### src/rtl/mux_ser_pkg.sv
// Shared types and constants for the parallel-to-serial controller and its bit selector.
package mux_ser_pkg;

    typedef enum logic {
        IDLE  = 1'b0,
        SHIFT = 1'b1
    } ser_state_t;

    localparam int WIDTH_DEF = 64;

    // The selector tree is two stages of 8:1 muxes, covering up to 64 inputs.
    localparam int LEAF_W = 8;
    localparam int TREE_W = LEAF_W * LEAF_W;

endpackage

### src/rtl/mux_serializer_ctrl_bit_select64.sv
// Combinational WIDTH:1 bit selector, built as two levels of 8:1 stages.
module bit_select64
    import mux_ser_pkg::*;
#(
    parameter int WIDTH = WIDTH_DEF,
    localparam int SEL_W = $clog2(WIDTH)
) (
    input  logic [WIDTH-1:0] data,
    input  logic [SEL_W-1:0] sel,
    output logic             sel_bit
);

    generate
        if (WIDTH <= TREE_W) begin : g_tree
            logic [TREE_W-1:0] data_pad;
            logic [5:0]        sel_pad;
            logic [LEAF_W-1:0] stage1;

            // Narrower words are zero-padded so the tree shape stays fixed.
            always_comb begin
                data_pad              = '0;
                data_pad[WIDTH-1:0]   = data;
                sel_pad               = '0;
                sel_pad[SEL_W-1:0]    = sel;
            end

            for (genvar gi = 0; gi < LEAF_W; gi++) begin : g_leaf
                logic [LEAF_W-1:0] group_bits;
                assign group_bits = data_pad[gi*LEAF_W +: LEAF_W];
                assign stage1[gi] = group_bits[sel_pad[2:0]];
            end

            assign sel_bit = stage1[sel_pad[5:3]];
        end else begin : g_flat
            assign sel_bit = data[sel];
        end
    endgenerate

endmodule

### src/rtl/mux_serializer_ctrl.sv
// Parallel-to-serial controller: captures a word and its length, then walks the
// bit selector from bit 0 upward, emitting one bit per accepted output beat.
module mux_serializer_ctrl
    import mux_ser_pkg::*;
#(
    parameter int WIDTH = WIDTH_DEF,
    localparam int SEL_W = $clog2(WIDTH)
) (
    input  logic             clk,
    input  logic             rst,
    input  logic [WIDTH-1:0] in_data,
    input  logic [SEL_W-1:0] in_len,
    input  logic             in_valid,
    output logic             in_ready,
    output logic             out_bit,
    output logic             out_valid,
    input  logic             out_ready,
    output logic             out_last,
    output logic [SEL_W-1:0] sel,
    output logic             busy
);

    ser_state_t       state_q, state_d;
    logic [WIDTH-1:0] data_q, data_d;
    logic [SEL_W-1:0] len_q, len_d;
    logic [SEL_W-1:0] sel_q, sel_d;
    logic             at_last;
    logic             sel_bit;

    bit_select64 #(
        .WIDTH (WIDTH)
    ) u_bit_select (
        .data    (data_q),
        .sel     (sel_q),
        .sel_bit (sel_bit)
    );

    // sel never passes len_q, so the counter cannot wrap.
    assign at_last = (sel_q == len_q);
    assign sel     = sel_q;

    always_ff @(posedge clk) begin
        if (rst) begin
            state_q <= IDLE;
            data_q  <= '0;
            len_q   <= '0;
            sel_q   <= '0;
        end else begin
            state_q <= state_d;
            data_q  <= data_d;
            len_q   <= len_d;
            sel_q   <= sel_d;
        end
    end

    always_comb begin
        state_d = state_q;
        data_d  = data_q;
        len_d   = len_q;
        sel_d   = sel_q;
        case (state_q)
            IDLE: begin
                if (in_valid) begin
                    data_d  = in_data;
                    len_d   = in_len;
                    sel_d   = '0;
                    state_d = SHIFT;
                end
            end
            SHIFT: begin
                if (out_ready) begin
                    if (at_last) begin
                        sel_d   = '0;
                        state_d = IDLE;
                    end else begin
                        sel_d   = sel_q + SEL_W'(1);
                    end
                end
            end
        endcase
    end

    always_comb begin
        in_ready  = 1'b0;
        out_valid = 1'b0;
        busy      = 1'b0;
        out_last  = 1'b0;
        out_bit   = 1'b0;
        case (state_q)
            IDLE: begin
                in_ready = 1'b1;
            end
            SHIFT: begin
                out_valid = 1'b1;
                busy      = 1'b1;
                out_last  = at_last;
                out_bit   = sel_bit;
            end
        endcase
    end

endmodule
### config.mk
export PLATFORM = sky130hd
export DESIGN_NAME = mux_serializer_ctrl
export DESIGN_NICKNAME = d
export VERILOG_FILES = /design/src/rtl/mux_ser_pkg.sv /design/src/rtl/mux_serializer_ctrl_bit_select64.sv /design/src/rtl/mux_serializer_ctrl.sv
export SDC_FILE = /design/constraint.sdc
export NUM_CORES = 1
export LEC_CHECK = 0
export BUFFER_PORTS_ARGS = -buffer_cell sky130_fd_sc_hd__buf_2
export CORE_MARGIN = 5
export CORE_UTILIZATION = 45
export CTS_BUF_LIST = sky130_fd_sc_hd__clkbuf_4 sky130_fd_sc_hd__clkbuf_8
export DETAILED_ROUTE_END_ITERATION = 7
export GPL_TIMING_DRIVEN = 1
export PLACE_DENSITY = 0.68
export SYNTH_ARGS = -nofsm -noshare
export SYNTH_HDL_FRONTEND = slang
export SYNTH_HIERARCHICAL = 1
export SYNTH_SLANG_ARGS = --single-unit
### constraint.sdc
create_clock -name clk -period 2.4 [get_ports clk]
set_input_delay 0.36 -clock clk [delete_from_list [all_inputs] [get_ports clk]]
set_output_delay 0.36 -clock clk [all_outputs]
set_load 0.05 [all_outputs]
# After elaboration in Yosys (flattened, before gate mapping)

Index checks and enable logic that the tools add are counted.

Output and inout bits: 11
Register bits: 77
Bits of input ports: 74
Word-level logic and storage cells: 43

Mux-type cells: 30
Bitwise gates (word level): 1
Reductions and logical operators: 2
Magnitude comparators: 2
$add $sub $neg: 1
Equal/unequal tests: 3

Operators by type and width:

| operator                                                    | count |
|---|---|
| binary-select mux 1 bit (select 3 bit)                      | 9 |
| 2-to-1 mux 6 bit                                            | 3 |
| 2-to-1 mux 1 bit                                            | 16 |
| case mux 6 bit (2 select lines)                             | 1 |
| less-than comparator 3 x 4 -> 1 bit (second input constant) | 2 |
| adder 6 x 1 -> 6 bit (second input constant)                | 1 |
| == test 6 bit                                               | 1 |
| inequality test 2 bit (second input constant)               | 2 |
| AND reduction 2 bit                                         | 2 |
| case mux 1 bit (2 select lines)                             | 1 |
| NOT 1 bit                                                   | 1 |

# Logic depth before layout (Yosys ltp)

Gate-level depths: netlist of the first run.

Word-level depth: 5
Gate-level depth with buffers: 8
Gate-level depth less buffers: 6

# By module

The synthesis of the first run kept the hierarchy.

Modules (own cells, without submodules):

| module              | area each (sq um) | seq. area each (sq um) | cells each | times used |
|---|---|---|---|---|
| mux_serializer_ctrl | 2840.2            | 1541.5                 | 361        | 1 |
| bit_select64        | 600.6             | 0.0                    | 62         | 1 |

# Worst setup path before layout of the first run

Ideal clock, no wire load.

Path kind: register to output
Start point: reg sel_q[0] (netlist: sel[0])
End point: out out_bit
Path buffers: 1
Slack: -320 ps
Arrival: 2360 ps
Required time: 2040 ps
Cell stages (with the launch flop): 8
Cell sequence: dfxtp_1 buf_6 mux4_2 o2111ai_1 nand3_1 a211oi_2 a211oi_2 and2_1

Longest elaborated chain between the ends: 5
Elaborated cells between the ends (all ways): 19
Those cells by class: mux: 19

RTL lines:

| item                                       | RTL line                               | text |
|---|---|---|
| from (decl)                                | mux_serializer_ctrl.sv:26              | `logic [SEL_W-1:0] sel_q, sel_d;` |
| from (signal assigned)                     | mux_serializer_ctrl.sv:52              | `sel_q <= sel_d;` |
| binary-select mux 1 bit (select 3 bit)     | mux_serializer_ctrl_bit_select64.sv:30 | `assign stage1[gi] = group_bits[sel_pad[2:0]];` |
| 2-to-1 mux 1 bit (not written as such)     | mux_serializer_ctrl_bit_select64.sv:30 |  |
| binary-select mux 1 bit (select 3 bit) (*) | mux_serializer_ctrl_bit_select64.sv:33 | `assign sel_bit = stage1[sel_pad[5:3]];` |
| 2-to-1 mux 1 bit (not written as such) (*) | mux_serializer_ctrl_bit_select64.sv:33 |  |
| named net sel_bit                          | mux_serializer_ctrl.sv:28              | `logic sel_bit;` |
| 2-to-1 mux 1 bit (*)                       | mux_serializer_ctrl.sv:89              | `case (state_q)` |
| to (decl)                                  | mux_serializer_ctrl.sv:15              | `output logic out_bit,` |

The timed path passes the listed nets; every way through them passes the cells marked *. The select of a mux whose other input is x is not followed.

# Worst setup path in the final report of the first run

Same ends and word-level chain as after synthesis.

==> qor.yml, run 1 <==
async_reset_ff_frac: 0
syn_area_um2: 3440
post-route-min-period_ps: 2560
max_freq_mhz: 391
grt_max_degree: 43
gr-total-overflow: 0
synthAdderAreaFrac: 0.00364
crit_slowest_cell: "mux4_2"
critPathKind: "flip-flop to output port"
peakVddDrop_uv: 390
clock_path_buffers: 2
antenna_found_initial: 0
synth_top_family_by_area: "simple AND/OR/NAND/NOR gates"
nets: 580
r2r-start: "sel[4]"
p_leak_nw: 1.68
core_area_um2: 7330
clock_latency_ps: 340
ys_warn_count: 6
crit_family: "multiplexers"
cpMostUsedCell: "a211oi_2"
yosysSeqAreaShare: 0.448
drt-wirelength-per-cell_um: 14.0
diodes: 0
timing.max_slew.rel_slack: 0.715
cap_violations: 0
violations: "setup timing"
synth_top_area_cell: "dfxtp_1"
ys_ff_latch: 77
row_count: 31
syn_inst: 423
hold_violations: 0
start_kind: "flip-flop"
htree_levels: 3
synth_mux_area_frac: 0.0975
synth.net_count: 498
rr_endpoint: "sel[2]"
yosysTopAreaCellShare: 0.448
synth_edf_count: 0
holdPathEnd: "data_q[8]"
whs_ps: 208
cp_slowest_stage_delay_ps: 540
die_h_um: 97.4
hold_class: "primary input to flip-flop"
hold_depth: 2
cts_tree: "built"
ys.flop_type: "dfxtp_1"
cp.arrival_ps: 2200
drv_slew: 0
r2r_slack_ps: 740
avgSynthCellArea_um2: 8.13
yosys.area_share.simple: 0.233
yosysMostFrequentCell: "nand2_1"
worst-slew-pin-transition_ps: 427
grt_pass1_wl_um: 14400
post-dp-hpwl_um: 6150
p_per_area_nw_per_um2: 640
drt-vias-per-instance: 5.15
synth-compound-area-share: 0.151
end_kind: "output port"
ant_nets: 0
hp-start: "rst"
path_max_fanout: 4
grt_use_total: 0.184
drtIter0Drc: 201
setup_ws_ps: -156
yosys-top-cells-count: "nand2_1 (147), dfxtp_1 (77), a21oi_1 (73)"
die_area_um2: 9490
synthDistinctLibCells: 40
firstDrtPassIters: 4
start_util: 0.469
cts_buffers: 9
cp.buffers_inverters: 1
fin_crit_sh: 1.06
pin_count: 85
yosys-top-cells-area: "dfxtp_1 (45%), nand2_1 (16%), a21oi_1 (11%), mux4_2 (7.2%), buf_2 (2.9%)"
reg2reg_depth: 5
cts.clk_slew.worst_paths_ps: 80
syn2layout_area_growth_pct: 23.6
drive_gt1_frac: 0.290
holdBufCountCts: 0
final_core_util: 0.580
post-place-ws_ps: 67.0
vias: 3138
grt_pass1_vias: 3101
gp_congestion: 0.774
clock_sinks: 77
cp_data_required_time_ps: 2040
drt-total-wl_um: 8540
drc_errors: 0
die_w_um: 97.4
setup_viol: 1
crit_chain: "mux4_2, o2111ai_2, nand3_1, a211oi_2, a211oi_2, and2_1, buf_6"
synth-xor-area-share: 0.0153
io_buffers: 84
fin_worst_skew_ps: 4.34
rsz0062_at_grt: "yes"
root_buffer: "clkbuf_8"
status: "finished, violations left"
-- cell usage in the layout, fill, tap and decap left out, types with 2 or more instances in the layout --
cell type,netlist,final
nand2_1,147,147
buf_2,20,83
dfxtp_1,77,76
a21oi_1,73,73
buf_4,1,15
mux4_2,11,12
nor2_1,10,10
clkbuf_8,0,9
xnor2_1,6,6
inv_1,6,5
nand3_1,5,5
o21ai_0,5,5
nor4_1,5,5
nor3_1,6,5
and3_1,4,4
clkinv_2,0,4
mux2i_1,5,4
buf_6,1,3
nand2_2,2,2
nor3_2,1,2
and2_1,2,2
o211ai_1,2,2
nor2b_1,3,2
a211oi_2,2,2
a22oi_1,2,2
-- power by group --
group	internal (mW)	switching (mW)	total, mW
sequential	1.35	0.0471	1.40
clock	0.474	0.474	0.948
combinational	0.162	0.214	0.376
total	1.99	0.735	2.72
-- cells by family (layout without fill, tap and decap cells) --
kind of cell               after synthesis  in the layout
xor gates and xnor gates                 6              6
and+or+nand+nor                        191            191
buffers and inverters                   38            125
muxes                                   18             18
DFF                                     77             77
adders and majority gates                1              1
AOI/OAI and AO/OA                       92             92
-- how the worst max path moves through the flow --
stage                 from  cells after the start      end
floorplan           sel[2]                      7  out_bit
global placement    sel[0]                      7  out_bit
global route        sel[0]                      7  out_bit
detailed placement  sel[0]                      7  out_bit
finish              sel[0]                      7  out_bit
CTS                 sel[0]                      8  out_bit
-- metrics by stage --
stage / power (mW) / cell area (um^2) / cells / TNS, ps
after detailed placement: 1.79 / 3980 / 590 / 0
after global routing: 2.85 / 4250 / 609 / -278
final: 2.72 / 4250 / 609 / -156
after floorplan: 1.66 / 3450 / 423 / -234
after CTS: 2.74 / 4250 / 609 / -161
after global placement: 1.78 / 3980 / 590 / 0
-- area by class of cell --
| class | instances | area (um^2) |
|---|---|---|
| clock buffers | 9 | 124 |
| clock inverters | 7 | 66.3 |
| fillers | 692 | 3080 |
| inverters | 6 | 22.5 |
| multi-input cells | 308 | 1760 |
| flip-flops and latches | 77 | 1550 |
| well taps | 99 | 124 |
| repair buffers | 103 | 614 |
-- registers in the layout, indices dropped and copies added (netlist names) --
name     count
sel          6
state_q      1
data_q      64
len_q        6
-- repair_timing --
| action | in CTS | in global routing |
|---|---|---|
| buffers inserted | 2 | 0 |
| pin swaps | 3 | 0 |
| gates cloned | 1 | 0 |
| gates resized for setup | 11 | 1 |
| setup endpoints to repair | 1 | 2 |
-- layer usage --
metal | track usage | wire length [um] | part of all wire | vias up
li1 | - | - | - | 1595
met1 | 0.241 | 3770 | 0.44 | 1445
met2 | 0.298 | 4190 | 0.49 | 89
met3 | 0.0380 | 458 | 0.054 | 9
met4 | 0.0735 | 116 | 0.014 | 0
met5 | 0 | 0 | 0 | -
No activity file was read; power rests on OpenSTA's default activity.
==> run 2, diff against run 1 <==
- ABC_AREA: not set -> 1
- CAP_MARGIN: not set -> 25
- GPL_TIMING_DRIVEN: 1 -> not set
==> qor.yml, run 2 <==
status: "finished, final reports clean"
grt_pass1_wl_um: 15400  # +7.1%
clkPwrFrac: 0.382  # +0.034
pin_count: 85  # unchanged
fin_crit_sh: 0.949  # -0.116
antenna_found_initial: 0  # unchanged
layout_commonest_cell: "nor2_1"
cp.depth: 13  # +6
layout_common_cells: "nor2_1 (138), nand2_1 (111), buf_2 (82)"
io_buffers: 84  # unchanged
cts.clk_slew.worst_paths_ps: 80  # about the same
start_util: 0.466  # -0.00319
largest_reg_flops: 64  # unchanged
gp_congestion: 0.824  # +6.5%
synth_edf_count: 0  # unchanged
r2r-start: "state_q"
yosys-top-cells-count: "nor2_1 (138), nand2_1 (111), dfxtp_1 (77)"
async_reset_ff_frac: 0  # unchanged
grt_max_degree: 43  # unchanged
yosysMostFrequentCell: "nor2_1"
largest-register: "data_q"
drv_slew: 0  # unchanged
seqPwrFrac: 0.471  # -0.042
nets: 682  # +18%
cp_data_required_time_ps: 2040  # about the same
die_h_um: 99.7  # +2.3%
cp.arrival_ps: 1920  # -280 ps
setup_viol: 0  # -1
cp.buffers_inverters: 4  # +3
root_buffer: "clkbuf_8"
clock_path_buffers: 2  # unchanged
ys_ff_latch: 77  # unchanged
synthDistinctLibCells: 21  # -48%
drt-vias-per-instance: 4.92  # -4.6%
drt-wirelength-per-cell_um: 12.7  # -9.5%
path_max_fanout: 32  # +28
holdBufCountCts: 0  # unchanged
switching_share: 0.263  # -0.00709
die_area_um2: 9940  # +4.7%
yosysTopAreaCellShare: 0.426  # -0.0223
synth_top_area_cell: "dfxtp_1"
vias: 3510  # +12%
p_leak_nw: 1.91  # +13%
clock_latency_ps: 350  # about the same
startpoint: "sel[0]"
crit_chain: "buf_6, clkinv_8, nand2_1, nand3_1, nand3_1, nand2_1, nand2_1, nand3_1, nand3_1, nand2_1, nand2_1, inv_1, clkbuf_4"
cts_setup_buffers: 0  # -2
timing.max_slew.rel_slack: 0.705  # -0.0100
syn_area_um2: 3620  # +5.2%
fin_worst_skew_ps: 6.91  # +2.57 ps
start_kind: "flip-flop"
drt-total-wl_um: 9060  # +6.1%
end_kind: "output port"
drc_errors: 0  # unchanged
pwr-share-comb: 0.147  # +0.009
diodes: 0  # unchanged
avgSynthCellArea_um2: 6.73  # -17%
cpMostUsedCell: "nand2_1"
cts_buffers: 9  # unchanged
gr-total-overflow: 0  # unchanged
internal_power_mw: 2.25  # +13%
drive_gt1_frac: 0.201  # -0.0892
rr_endpoint: "sel[0]"
peakVddDrop_uv: 404  # +3.5%
htree_levels: 3  # unchanged
cts_resized: 0  # -11
cp-endpoint: "out_bit"
syn_inst: 538  # +27%
core_area_um2: 7770  # +6.0%
post-dp-hpwl_um: 6500  # +5.7%
cts_tree: "built"
cap_violations: 0  # unchanged
ys.flop_type: "dfxtp_1"
p_per_area_nw_per_um2: 717  # +12%
rsz0062_at_grt: "no"
dpl_cell_area_um2: 3990  # +0.41%
grt_pass1_vias: 3483  # +12%
design_area_um2: 4260  # +0.24%
tns_ps: 0  # +156 ps
hold_violations: 0  # unchanged
yosysSeqAreaShare: 0.426  # -0.0223
ys_warn_count: 6  # unchanged
grt_use_total: 0.189  # +0.00445
clock_sinks: 77  # unchanged
crit_slowest_cell: "dfxtp_2"
reg2reg_depth: 6  # +1
p_switching_mw: 0.804  # +9.4%
firstDrtPassIters: 4  # unchanged
whs_ps: 240  # +31.8 ps
r2r_slack_ps: 650  # -90 ps
yosys-top-cells-area: "dfxtp_1 (43%), nor2_1 (14%), nand2_1 (12%), o21ai_0 (9.5%), nand3_1 (8.3%)"
max_freq_mhz: 439  # +12%
hold_class: "primary input to flip-flop"
ant_nets: 0  # unchanged
die_w_um: 99.7  # +2.3%
crit_family: "simple AND/OR/NAND/NOR gates"
finalPower_mw: 3.06  # +12%
row_count: 32  # +3.2%
syn2layout_area_growth_pct: 17.7
critPathKind: "flip-flop to output port"
synth.net_count: 613  # +23%
post-route-min-period_ps: 2280  # -278 ps
worst-slew-pin-transition_ps: 442  # +14.4 ps
drtIter0Drc: 164  # -18%
cp_slowest_stage_delay_ps: 350  # -190 ps
[run 2: layer usage]
layer	GRT usage	routed length, um	up-vias
met4	0.0557	142	0
met5	0	0	-
met1	0.245	4220	1565
met2	0.311	4200	74
li1	-	-	1857
met3	0.0456	491	14
[run 2: kinds of logic after synthesis]
group                      Yosys count  synth area share
DFF                                 77             0.426
adders and majority gates            1           0.00345
buffers and inverters               58            0.0974
and+or+nand+nor                    313             0.350
AOI/OAI and AO/OA                   89             0.123
[run 2: area by class of cell]
type | count | area [um^2]
multi-input combinational | 403 | 1730
fill | 814 | 3500
clock inverter | 6 | 111
sequential | 77 | 1550
timing repair buffer | 93 | 517
tap | 102 | 128
clock buffer | 10 | 131
inverter | 23 | 103
[run 2: power groups by stage]
stage                     sequential, mW  clock, mW  combinational (mW)
final                               1.44       1.17               0.451
after global routing                1.45       1.25               0.522
after CTS                           1.44       1.19               0.449
after detailed placement            1.47          0               0.447
after global placement              1.47          0               0.436
after floorplan                     1.46          0               0.341
[run 2: through the flow]
stage | utilization | cells | setup slack [ps]
finish | 0.549 | 714 | 122
global placement | 0.514 | 698 | 437
global route | 0.549 | 714 | 7.11
detailed placement | 0.514 | 698 | 424
floorplan | - | 538 | 8.22
CTS | 0.545 | 714 | 15.1
[run 2: worst min-delay path by stage]
| stage | from | endpoint | slack [ps] | cells after the start |
|---|---|---|---|---|
| 3_3_place_gp | len_q[5] | len_q[5] | 460 | 2 |
| 4_1_cts | rst | sel[4] | 240 | 2 |
| 2_1_floorplan | rst | sel[1] | 430 | 1 |
| 6_report | rst | sel[3] | 240 | 2 |
| 3_5_place_dp | len_q[0] | len_q[0] | 470 | 2 |
| 5_1_grt | rst | sel[3] | 250 | 2 |
==> run 3, diff against run 2 <==
- CORE_UTILIZATION: 45 -> 40
- CTS_CLUSTER_SIZE: not set -> 40
- PLACE_DENSITY: 0.68 -> 0.61
- RECOVER_POWER: not set -> 100
==> qor.yml, run 3 (synthesized netlist as in run 2, its figures left out) <==
drc_errors: 0  # unchanged
htree_levels: 3  # unchanged
drt-wirelength-per-cell_um: 12.7  # +0.22%
drive_gt1_frac: 0.181  # -0.0196
syn2layout_area_growth_pct: 16.4
path_max_fanout: 15  # -53%
gp_congestion: 0.850  # +3.1%
start_util: 0.413  # -0.0530
hold_violations: 0  # unchanged
die_h_um: 105  # +5.5%
setup_ws_ps: 202  # +79.7 ps
grt_max_degree: 76  # +77%
die_w_um: 105  # +5.5%
row_count: 34  # +6.3%
hold_depth: 2  # unchanged
worst-slew-pin-transition_ps: 1170  # +723 ps
timing.max_slew.rel_slack: 0.223  # -0.482
cp_slowest_stage_delay_ps: 410  # +60 ps
root_buffer: "clkbuf_8"
fin_crit_sh: 0.916  # -0.0332
reg2reg_depth: 6  # unchanged
clock_sinks: 77  # unchanged
post-place-ws_ps: 345  # -78.8 ps
firstDrtPassIters: 4  # unchanged
rr_endpoint: "sel[0]"
p_per_area_nw_per_um2: 676  # -5.7%
ant_nets: 0  # unchanged
layout_common_cells: "nor2_1 (139), nand2_1 (111), o21ai_0 (74)"
crit_chain: "buf_6, inv_1, nand2_1, nand2_1, nor2_1, nand3_2, nor2_1, clkbuf_4"
design_area_um2: 4220  # -1.1%
drtIter0Drc: 195  # +19%
tns_ps: 0  # unchanged
crit_slowest_cell: "dfxtp_4"
status: "finished, final reports clean"
post-route-min-period_ps: 2200  # -79.7 ps
largest_reg_flops: 64  # unchanged
cts_setup_buffers: 0  # unchanged
drv_slew: 0  # unchanged
drt-vias-per-instance: 4.85  # -1.3%
grt_pass1_wl_um: 15600  # +0.94%
rsz0062_at_grt: "no"
diodes: 0  # unchanged
fin_worst_skew_ps: 6.37  # -0.540 ps
hold_class: "primary input to flip-flop"
io_buffers: 84  # unchanged
cts_buffers: 9  # unchanged
grt_use_total: 0.167  # -0.0220
grt_pass1_vias: 3483  # unchanged
cp_data_required_time_ps: 2040  # about the same
drt-total-wl_um: 9150  # +1.1%
finalNonFillerCells: 720  # +0.84%
cp.arrival_ps: 1840  # -80 ps
start_kind: "flip-flop"
dpl_cell_area_um2: 4000  # +0.19%
top_layer: "met4"
holdPathEnd: "sel[1]"
pin_count: 85  # unchanged
cap_violations: 0  # unchanged
r2r-start: "state_q"
layout_commonest_cell: "nor2_1"
gr-total-overflow: 0  # unchanged
core_area_um2: 8760  # +13%
max_freq_mhz: 455  # +3.6%
cts.clk_slew.worst_paths_ps: 80  # about the same
largest-register: "data_q"
post-dp-hpwl_um: 6420  # -1.2%
whs_ps: 247  # +6.77 ps
end_kind: "output port"
antenna_found_initial: 0  # unchanged
die_area_um2: 11100  # +11%
clock_latency_ps: 350  # about the same
clock_path_buffers: 2  # unchanged
wl_met2_um: 4080  # -2.9%
peakVddDrop_uv: 329  # -18%
hp-start: "rst"
critPathKind: "flip-flop to output port"
wl_met1_um: 4440  # +5.3%
setup_viol: 0  # unchanged
vias: 3493  # -0.48%
cts_tree: "built"
r2r_slack_ps: 400  # -250 ps
dp.cells: 704  # +0.86%
wl_met3_um: 544  # +11%
p_leak_nw: 1.86  # -2.9%
nets: 682  # unchanged
run 3: changes by cell type in the layout (fill, tap and decap cells not counted), sizes merged:
cell      previous run  this run
bufinv               3         1
clkbuf              12        21
clkinvlp             1         2
buf                 91        82
inv                 21        22
run 3: critical path, delay by kind of cell (launching register included):
kind	cells	cell delay, ps
buffers and inverters	3	510
DFF	1	410
and+or+nand+nor	5	560
run 3: worst max-delay path by stage:
stage                 from       end
floorplan           sel[1]   out_bit
global route        sel[0]   out_bit
global placement    sel[0]   out_bit
CTS                 sel[1]  out_last
detailed placement  sel[0]   out_bit
finish              sel[0]  out_last
run 3: report_power, final:
group | leakage, nW | switching [mW] | total, mW | internal, mW
registers | 0.639 | 0.0598 | 1.44 | 1.38
logic | 1.12 | 0.275 | 0.450 | 0.174
clock network | 0.0957 | 0.474 | 0.964 | 0.490
total | 1.86 | 0.809 | 2.85 | 2.04
run 3: timing repair:
item | CTS | global route
hold endpoints to repair | 0 | 0
endpoints found under the setup margin | 1 | 2
gates resized for setup | 3 | 12
hold buffers | 0 | 0
run 3: layer usage:
metal / global-route usage / up-vias
met2: 0.274 / 93
met5: 0 / -
met4: 0.0402 / 0
met1: 0.215 / 1536
li1: - / 1854
met3: 0.0493 / 10
run 3: stage by stage:
step	power (mW)	util
2_1_floorplan	1.80	-
3_3_place_gp	1.91	0.456
3_5_place_dp	1.92	0.456
4_1_cts	2.88	0.480
5_1_grt	3.02	0.481
6_report	2.85	0.481
run 3: cell type report:
cell class / instances / area (um^2)
Clock inverter: 6 / 63.8
Timing Repair Buffer: 93 / 515
Multi-Input combinational cell: 403 / 1720
Tap cell: 108 / 135
Sequential cell: 77 / 1550
Inverter: 23 / 97.6
Clock buffer: 10 / 131
Fill cell: 931 / 4550
